## src/rtl/fetch_pkg.sv

```systemverilog
// Shared types and defaults for the instruction-fetch stage.
package fetch_pkg;

  localparam int         INSTR_W_DEF   = 16;
  localparam logic [7:0] RESET_VEC_DEF = 8'h00;

  typedef enum logic {
    BOOT = 1'b0,
    RUN  = 1'b1
  } fetch_state_t;

  typedef struct packed {
    logic [INSTR_W_DEF-1:0] instr;
    logic [7:0]             pc;
  } fetch_entry_t;

  // The 8-bit PC wraps from FF back to 00.
  function automatic logic [7:0] pc_incr(input logic [7:0] pc);
    return pc + 8'd1;
  endfunction

endpackage

```

## src/rtl/fetch_fifo.sv

```systemverilog
// Two-entry IF/ID buffer: push/pop/flush, head visible combinationally, no bypass.
module fetch_fifo #(
  parameter int DATA_W = 24
) (
  input  logic              CLK,
  input  logic              RST_n,
  input  logic              push,
  input  logic [DATA_W-1:0] push_data,
  input  logic              pop,
  input  logic              flush,
  output logic [1:0]        count,
  output logic [DATA_W-1:0] head
);

  logic [DATA_W-1:0] mem [2];
  logic              rd_ptr;
  logic              wr_ptr;
  logic              do_pop;

  assign do_pop = pop && (count != 2'd0);
  assign head   = mem[rd_ptr];

  always_ff @(posedge CLK or negedge RST_n) begin
    if (!RST_n) begin
      // NOTE: the storage is reset as well, so the head reads zero out of reset
      // instead of X; use <= only in clocked blocks so every read sees pre-edge values.
      mem[0] <= '0;
      mem[1] <= '0;
      rd_ptr <= 1'b0;
      wr_ptr <= 1'b0;
      count  <= 2'd0;
    end else if (flush) begin
      rd_ptr <= 1'b0;
      wr_ptr <= 1'b0;
      count  <= 2'd0;
    end else begin
      if (push) begin
        mem[wr_ptr] <= push_data;
        wr_ptr      <= ~wr_ptr;
      end
      if (do_pop) rd_ptr <= ~rd_ptr;
      count <= count + 2'(push) - 2'(do_pop);
    end
  end

  // The credit check upstream guarantees a full buffer is never written.
  push_into_full: assert property (@(posedge CLK) disable iff (!RST_n)
                                   !(push && count == 2'd2));

endmodule

```

## src/rtl/if_fetch_unit.sv

```systemverilog
// Instruction-fetch control: drives the PC, issues imem reads, buffers
// returned instructions for decode and flushes everything on a redirect.
module if_fetch_unit
  import fetch_pkg::*;
#(
  parameter int         INSTR_W   = INSTR_W_DEF,
  parameter logic [7:0] RESET_VEC = RESET_VEC_DEF
) (
  input  logic               CLK,
  input  logic               RST_n,
  input  logic [7:0]         PC_cur,
  output logic [7:0]         PC_next,
  output logic               PC_en,
  output logic               Imem_rd,
  output logic [7:0]         Imem_addr,
  input  logic [INSTR_W-1:0] Imem_data,
  input  logic               Redirect,
  input  logic [7:0]         Redirect_target,
  input  logic               Stall,
  output logic               Id_valid,
  output logic [INSTR_W-1:0] Id_instr,
  output logic [7:0]         Id_pc
);

  fetch_state_t       state;
  logic               inflight;
  logic [7:0]         inflight_pc;
  logic [1:0]         count;
  logic [INSTR_W+7:0] head;
  logic [2:0]         occupancy;
  logic               pop;
  logic               push;
  logic               flush;
  logic               issue;

  assign Id_valid  = (count != 2'd0);
  assign Id_instr  = head[INSTR_W+7:8];
  assign Id_pc     = head[7:0];
  assign Imem_addr = PC_cur;

  assign pop   = Id_valid && !Stall;
  assign flush = (state == RUN) && Redirect;
  assign push  = inflight && !Redirect;

  // Entries that will be held after this cycle if nothing new is issued;
  // a new read is only allowed when its response is guaranteed a slot.
  assign occupancy = {1'b0, count} + {2'b00, inflight} - {2'b00, pop};
  assign issue     = (state == RUN) && !Redirect && (occupancy < 3'd2);

  always_comb begin
    // NOTE: every output gets a default before any branch, so no latch is inferred.
    PC_en   = 1'b0;
    PC_next = PC_cur;
    Imem_rd = 1'b0;
    if (RST_n) begin
      if (state == BOOT) begin
        PC_en   = 1'b1;
        PC_next = RESET_VEC;
      end else if (Redirect) begin
        PC_en   = 1'b1;
        PC_next = Redirect_target;
      end else if (issue) begin
        PC_en   = 1'b1;
        Imem_rd = 1'b1;
        PC_next = pc_incr(PC_cur);
      end
    end
  end

  always_ff @(posedge CLK or negedge RST_n) begin
    if (!RST_n) begin
      state       <= BOOT;
      inflight    <= 1'b0;
      inflight_pc <= 8'h00;
    end else begin
      state    <= RUN;
      inflight <= issue;
      if (issue) inflight_pc <= PC_cur;
    end
  end

  fetch_fifo #(
    .DATA_W (INSTR_W + 8)
  ) u_fifo (
    .CLK       (CLK),
    .RST_n     (RST_n),
    .push      (push),
    .push_data ({Imem_data, inflight_pc}),
    .pop       (pop),
    .flush     (flush),
    .count     (count),
    .head      (head)
  );

endmodule

```

## config.mk

```make
export PLATFORM = sky130hd
export DESIGN_NAME = if_fetch_unit
export DESIGN_NICKNAME = d
export VERILOG_FILES = /design/src/rtl/fetch_pkg.sv /design/src/rtl/fetch_fifo.sv /design/src/rtl/if_fetch_unit.sv
export SDC_FILE = /design/constraint.sdc
export NUM_CORES = 1
export LEC_CHECK = 0
export CAP_MARGIN = 30
export CORE_ASPECT_RATIO = 0.75
export CORE_MARGIN = 2
export CORE_UTILIZATION = 49
export CTS_CLUSTER_DIAMETER = 150
export CTS_CLUSTER_SIZE = 10
export DETAILED_ROUTE_END_ITERATION = 8
export PLACE_DENSITY = 0.8
export SKIP_CTS_REPAIR_TIMING = 1
export SYNTH_ARGS = -nofsm -noshare
export SYNTH_HDL_FRONTEND = slang
export SYNTH_SLANG_ARGS = --single-unit
export TNS_END_PERCENT = 30
```

## constraint.sdc

```tcl
create_clock -name CLK -period 3.55 [get_ports CLK]
set_input_delay 0.5325 -clock CLK [delete_from_list [all_inputs] [get_ports CLK]]
set_output_delay 0.5325 -clock CLK [all_outputs]
set_load 0.1 [all_outputs]
```

Word-level counts from Yosys, hierarchy flattened
Cells that the tools add are included.
{ "totals": {"regBits": 62, "input_bits": 36, "out_inout_bits": 43, "word_cells": 57} }
{ "op_classes": {"addsub": 5, "order_cmp": 4, "muxes": 22, "n_bitwise": 5, "n_reduce_logical": 13} }
{ "ops": {"columns": ["op", "n"], "rows": [
  ["$mux W24", 4],
  ["$bwmux W48", 1],
  ["$mux W8", 4],
  ["$demux W24 S1", 1],
  ["$mux W1", 11],
  ["$add A8 B1 Y8 const B", 1],
  ["$logic_and A1 B1 Y1", 7],
  ["$reduce_bool A2 Y1", 3],
  ["$ge A2 B2 Y1 const B", 2],
  ["$not A1 Y2", 2],
  ["$add A2 B1 Y3", 1],
  ["$lt A3 B2 Y1 const B", 1],
  ["$not A1 Y1", 3],
  ["$sub A3 B1 Y3", 1],
  ["$add A2 B1 Y2", 1],
  ["$logic_not A1 Y1", 2],
  ["$lt A2 B1 Y1 const B", 1],
  ["$mux W2", 1],
  ["$reduce_and A2 Y1", 1],
  ["$sub A2 B1 Y2", 1]
]} }

Longest topological paths before layout
Gate-level depths: netlist of the first run.
{ "logic_depth": {"ltp_word": 9, "depth_mapped": 11} }

Cells and area by module
From an unflattened synthesis of the first run, not the netlist that was laid out.
{ "hier_totals": {"hier_cells": 243, "hier_area_um2": 3161.8} }
{ "by_module_without_submodules": {"columns": ["mod", "n_inst", "cells_per_inst", "area_each_um2", "seq_area_each_um2"], "rows": [
  ["fetch_fifo", 1, 146, 2308.5, 1301.2],
  ["if_fetch_unit", 1, 97, 853.3, 250.2]
]} }

Worst setup path after synthesis of the first run
Ideal clock, no wire load.
{ "synth_timing": {"path_kind": "register to output", "startpoint": "register u_fifo.count[1]", "endpoint": "output port PC_next[1]", "arrival_time_ns": 4.181, "t_required_ns": 3.017, "setup_slack_ns": -1.163, "path_stages_with_launch": 12, "cell_sequence": "dfrtp_1 -> or2_2 -> nor2b_1 -> ha_1 -> inv_1 -> nand2_1 -> fa_1 -> xnor2_1 -> nand3_1 -> inv_2 -> o21ai_0 -> a22oi_1"} }
{ "synth_between": {"elab_chain_len": 9, "elab_cells_between_ends": 10} }
{ "synth_lines": {"columns": ["element", "line_no", "text"], "rows": [
  ["start: declaration", "fetch_fifo.sv:11", "output logic [1:0] count,"],
  ["start signal: assignment", "fetch_fifo.sv:42", "count <= count + 2'(push) - 2'(do_pop);"],
  ["$reduce_bool A2 Y1", "if_fetch_unit.sv:36", "assign Id_valid = (count != 2'd0);"],
  ["net Id_valid", "if_fetch_unit.sv:20", "output logic Id_valid,"],
  ["$logic_and A1 B1 Y1", "if_fetch_unit.sv:41", "assign pop = Id_valid && !Stall;"],
  ["$sub A3 B1 Y3", "if_fetch_unit.sv:47", "assign occupancy = {1'b0, count} + {2'b00, inflight} - {2'b00, pop};"],
  ["$lt A3 B2 Y1", "if_fetch_unit.sv:48", "assign issue = (state == RUN) && !Redirect && (occupancy < 3'd2);"],
  ["$logic_and A1 B1 Y1", "if_fetch_unit.sv:48", null],
  ["net issue", "if_fetch_unit.sv:34", "logic issue;"],
  ["$mux W8", "if_fetch_unit.sv:62", "end else if (issue) begin"],
  ["$mux W8", "if_fetch_unit.sv:59", "end else if (Redirect) begin"],
  ["$mux W8", "if_fetch_unit.sv:56", "if (state == BOOT) begin"],
  ["$mux W8", "if_fetch_unit.sv:55", "if (RST_n) begin"],
  ["end: declaration", "if_fetch_unit.sv:12", "output logic [7:0] PC_next,"]
]} }
The timed path passes the listed nets, and every way through them passes these cells.

Final worst setup path of the first run
{ "layout_timing": {"startpoint": "register u_fifo.count[1]", "endpoint": "output port PC_next[5]"} }
{ "layout_between": {"elab_chain_len": 9, "elab_cells_between_ends": 10} }
{ "layout_lines": {"columns": ["element", "line_no"], "rows": [
  ["parallel branches: the longest is 2 deep, another holds $add A2 B1 Y3", null],
  ["$sub A3 B1 Y3 *", "if_fetch_unit.sv:47"],
  ["$lt A3 B2 Y1 *", "if_fetch_unit.sv:48"],
  ["$logic_and A1 B1 Y1 *", "if_fetch_unit.sv:48"],
  ["$mux W8 *", "if_fetch_unit.sv:62"],
  ["$mux W8 *", "if_fetch_unit.sv:59"],
  ["$mux W8 *", "if_fetch_unit.sv:56"],
  ["$mux W8 *", "if_fetch_unit.sv:55"]
]} }
Every way passes the cells marked *.

==> results of run 1 <==
## state kept, by name, indices dropped and copies added (netlist names)
register	count
inflight_pc	8
u_fifo.rd_ptr	1
u_fifo.count	2
state	1
inflight	1
u_fifo.wr_ptr	1
u_fifo.mem	48
## worst max path at each step
stage	endpoint	start
finish	PC_next[5]	u_fifo.count[1]$_DFF_PN0_
global route	PC_next[5]	u_fifo.count[1]$_DFF_PN0_
CTS	PC_next[5]	u_fifo.count[1]$_DFF_PN0_
detailed placement	PC_next[5]	Stall
global placement	PC_next[5]	Stall
floorplan	PC_next[0]	u_fifo.count[1]$_DFF_PN0_
## through the flow
step | hold slack, ns | cell area (µm²)
2_1_floorplan | 0.237 | 3240
3_3_place_gp | 0.481 | 4120
3_5_place_dp | 0.490 | 4120
4_1_cts | 0.117 | 4320
5_1_grt | 0.135 | 4400
6_report | 0.115 | 4400
## cells by family (layout without fill, tap and decap cells)
group	count (synthesis)	in the layout	share of synthesized area (%)
other	1	1	0.118
AOI/OAI and AO/OA	21	21	4.48
buffers and inverters	27	116	4.99
DFF	62	62	48.7
adders and majority gates	5	5	2.20
and+or+nand+nor	66	66	9.93
xor gates and xnor gates	5	5	1.61
muxes	73	73	28.0
## synth_stat cells (2+ instances only)
library cell,n,area [µm²]
a21o_1,2,15.0
a21oi_1,4,20.0
and3_1,3,18.8
buf_2,7,35.0
buf_4,9,67.6
buf_6,2,22.5
dfrtp_1,62,1550
ha_1,4,50.1
inv_1,7,26.3
mux2_2,53,597
mux2_4,19,285
nand2_1,30,113
nand3_1,8,40.0
nand3b_1,2,15.0
nor2_1,8,30.0
nor2b_1,3,18.8
nor3_1,3,15.0
nor4_1,2,12.5
o211ai_1,2,15.0
o21ai_0,5,25.0
o221ai_1,3,26.3
xnor2_1,3,26.3
## worst max-delay path: cells and delay by family, from the launching register on
family,cells,cell delay (ns)
compound gates,2,0.54
fa+ha+maj,2,0.83
buf+inv,2,0.24
flops,1,0.40
simple gates,5,0.81
## layout make-up
type	instances	area (µm²)
sequential	62	1550
inverter	8	30.0
fill	483	1880
multi-input combinational	171	1600
tap	81	101
timing repair buffer	92	916
clock buffer	12	155
clock inverter	4	45.0
## per-layer routing
metal	GRT usage, %	part of all wire, %	vias up
met4	5.63	0.60	0
met5	0	0	-
met1	28.7	47	1133
met3	6.09	5.0	6
li1	-	-	1082
met2	31.3	47	66
==> results.md, run 1 <==
* Post-synthesis cell count at 260
* Critical path arrival at about 3.2 ns
* First-pass GRT wire length at 11.4 mm
* Netlist cell types at 41
* Rel. slew slack at 58.0%
* Routability cong. at 0.924
* Initial DRC count at 92
* R2R depth at 12
* Detailed Routing Iterations Pass 1 at 4
* Hold/Removal Path Class: in -> async
* Layout cells sized above 1 at 47.3%
* RSZ-0062 raised after global routing: true
* Initial antenna violation count at 0
* Final routed DRC violation total at 0
* Pin count of the biggest net entering global routing at 46
* Critical Path RT at 3.02 ns
* Actual slew at the worst max-slew pin at roughly 0.63 ns
* Leading cell type in the layout, fill and taps excluded: dfrtp_1
* Final std cells w/o fill at 430
* Top_reg_cell synth: dfrtp_1
* CORE AREA at 6290 µm²
* Worst reg2reg endpoint: inflight_pc[2]$_DFFE_PN0P_
* H-tree Lvls at 3
* Syn Area/Cell at 12.3 µm²
* Crit-path cells: or2_4 > nor2b_4 > ha_4 > inv_2 > nand2_2 > fa_2 > nand3_4 > nor4_4 > o21ai_1 > a221o_1 > buf_12
* Max Cap Violations at 0
* Syn. warnings at 0
* Number of synthesized flops with an enable pin at 0
* Boundary Pins at 79
* Reg2Reg Setup Slack at around 1.1 ns
* Vias in the first global route at 2,248
* Via count at 2,287
* Outcome: complete, but fails checks
* Via density at 5.32
* Area Growth Syn to Fin at 38.2%
* #FFs+latches synth at 62
* GRT Total Usage at 20.5%
* Routed length per instance at 16.6 µm
* Drt total wl at 7.14 mm
* CTS Buf Count at 9
* DP HPWL at 5.15 mm
* Port bufs at 78
* Failing checks: setup timing
* Worst Clk Skew at slightly below 0.007 ns
* Setup TNS at -0.150 ns
* Final WS setup at -0.147 ns
* Insertion delay to the later sink of the worst-skew pair at 0.34 ns
* R2R Path Start: u_fifo.count[1]$_DFF_PN0_
* Root Driver: clkbuf_8
* Final hold viol count at 0
* Fin. max-slew vios at 0
* Tmin final at 3.70 ns
* CP Max Fanout at 5
* Die Wd at 97.1 µm
* Crit-path slowest cell: fa_2
* Die area at 7170 µm²
* Critical Path Max Stage Delay at 0.62 ns
* Final core occ at roughly 70%
* Final #Nets at 385
* Syn Nets at 301
* # placed instances at a little over 400
* Placement Setup Slack at -0.173 ns
* Post-synthesis sequential area ratio at between 40% and 50%
* CTS Sinks at 62
* Row count at 25
* N_diodes at 0
* Critical path endpoint category: primary output
* Initial Util at 50.7%
* Post-route ant nets at 0
* Clk slew on worst S/H paths at 0.07 ns
* Crit Path Class: reg -> out
* CTS tree: yes
* Die Span Y at 73.8 µm
* Fmax at 271 MHz
* Critical path startpoint category: register
* Fin crit share at 104%
* Endpoints failing setup at 4
* Post-synth ARST share at 100%
* GR Overflow Total at 0
* Post-Syn Area at around 3200 µm²
* CTS max path bufs at 2
* Commonest non-fill, non-tap cells in the layout: dfrtp_1, mux2_2, buf_4, clkdlybuf4s50_1, nand2_1
Power of run 1 is left out: the tool's default activity adds up to more than one toggle a clock period on the data nets, which glitch-free logic cannot reach.
==> run 2, diff against run 1 <==
--- a/config.mk
+++ b/config.mk
@@ -10,7 +10,7 @@
 export CORE_MARGIN = 2
 export CORE_UTILIZATION = 49
 export CTS_CLUSTER_DIAMETER = 150
-export CTS_CLUSTER_SIZE = 10
+export CTS_CLUSTER_SIZE = 30
 export DETAILED_ROUTE_END_ITERATION = 8
 export PLACE_DENSITY = 0.8
 export SKIP_CTS_REPAIR_TIMING = 1
==> results of run 2 <==
Same layout as run 1: the final DEF is identical, and so are final timing and power.
Power of run 2 is left out for the same reason.
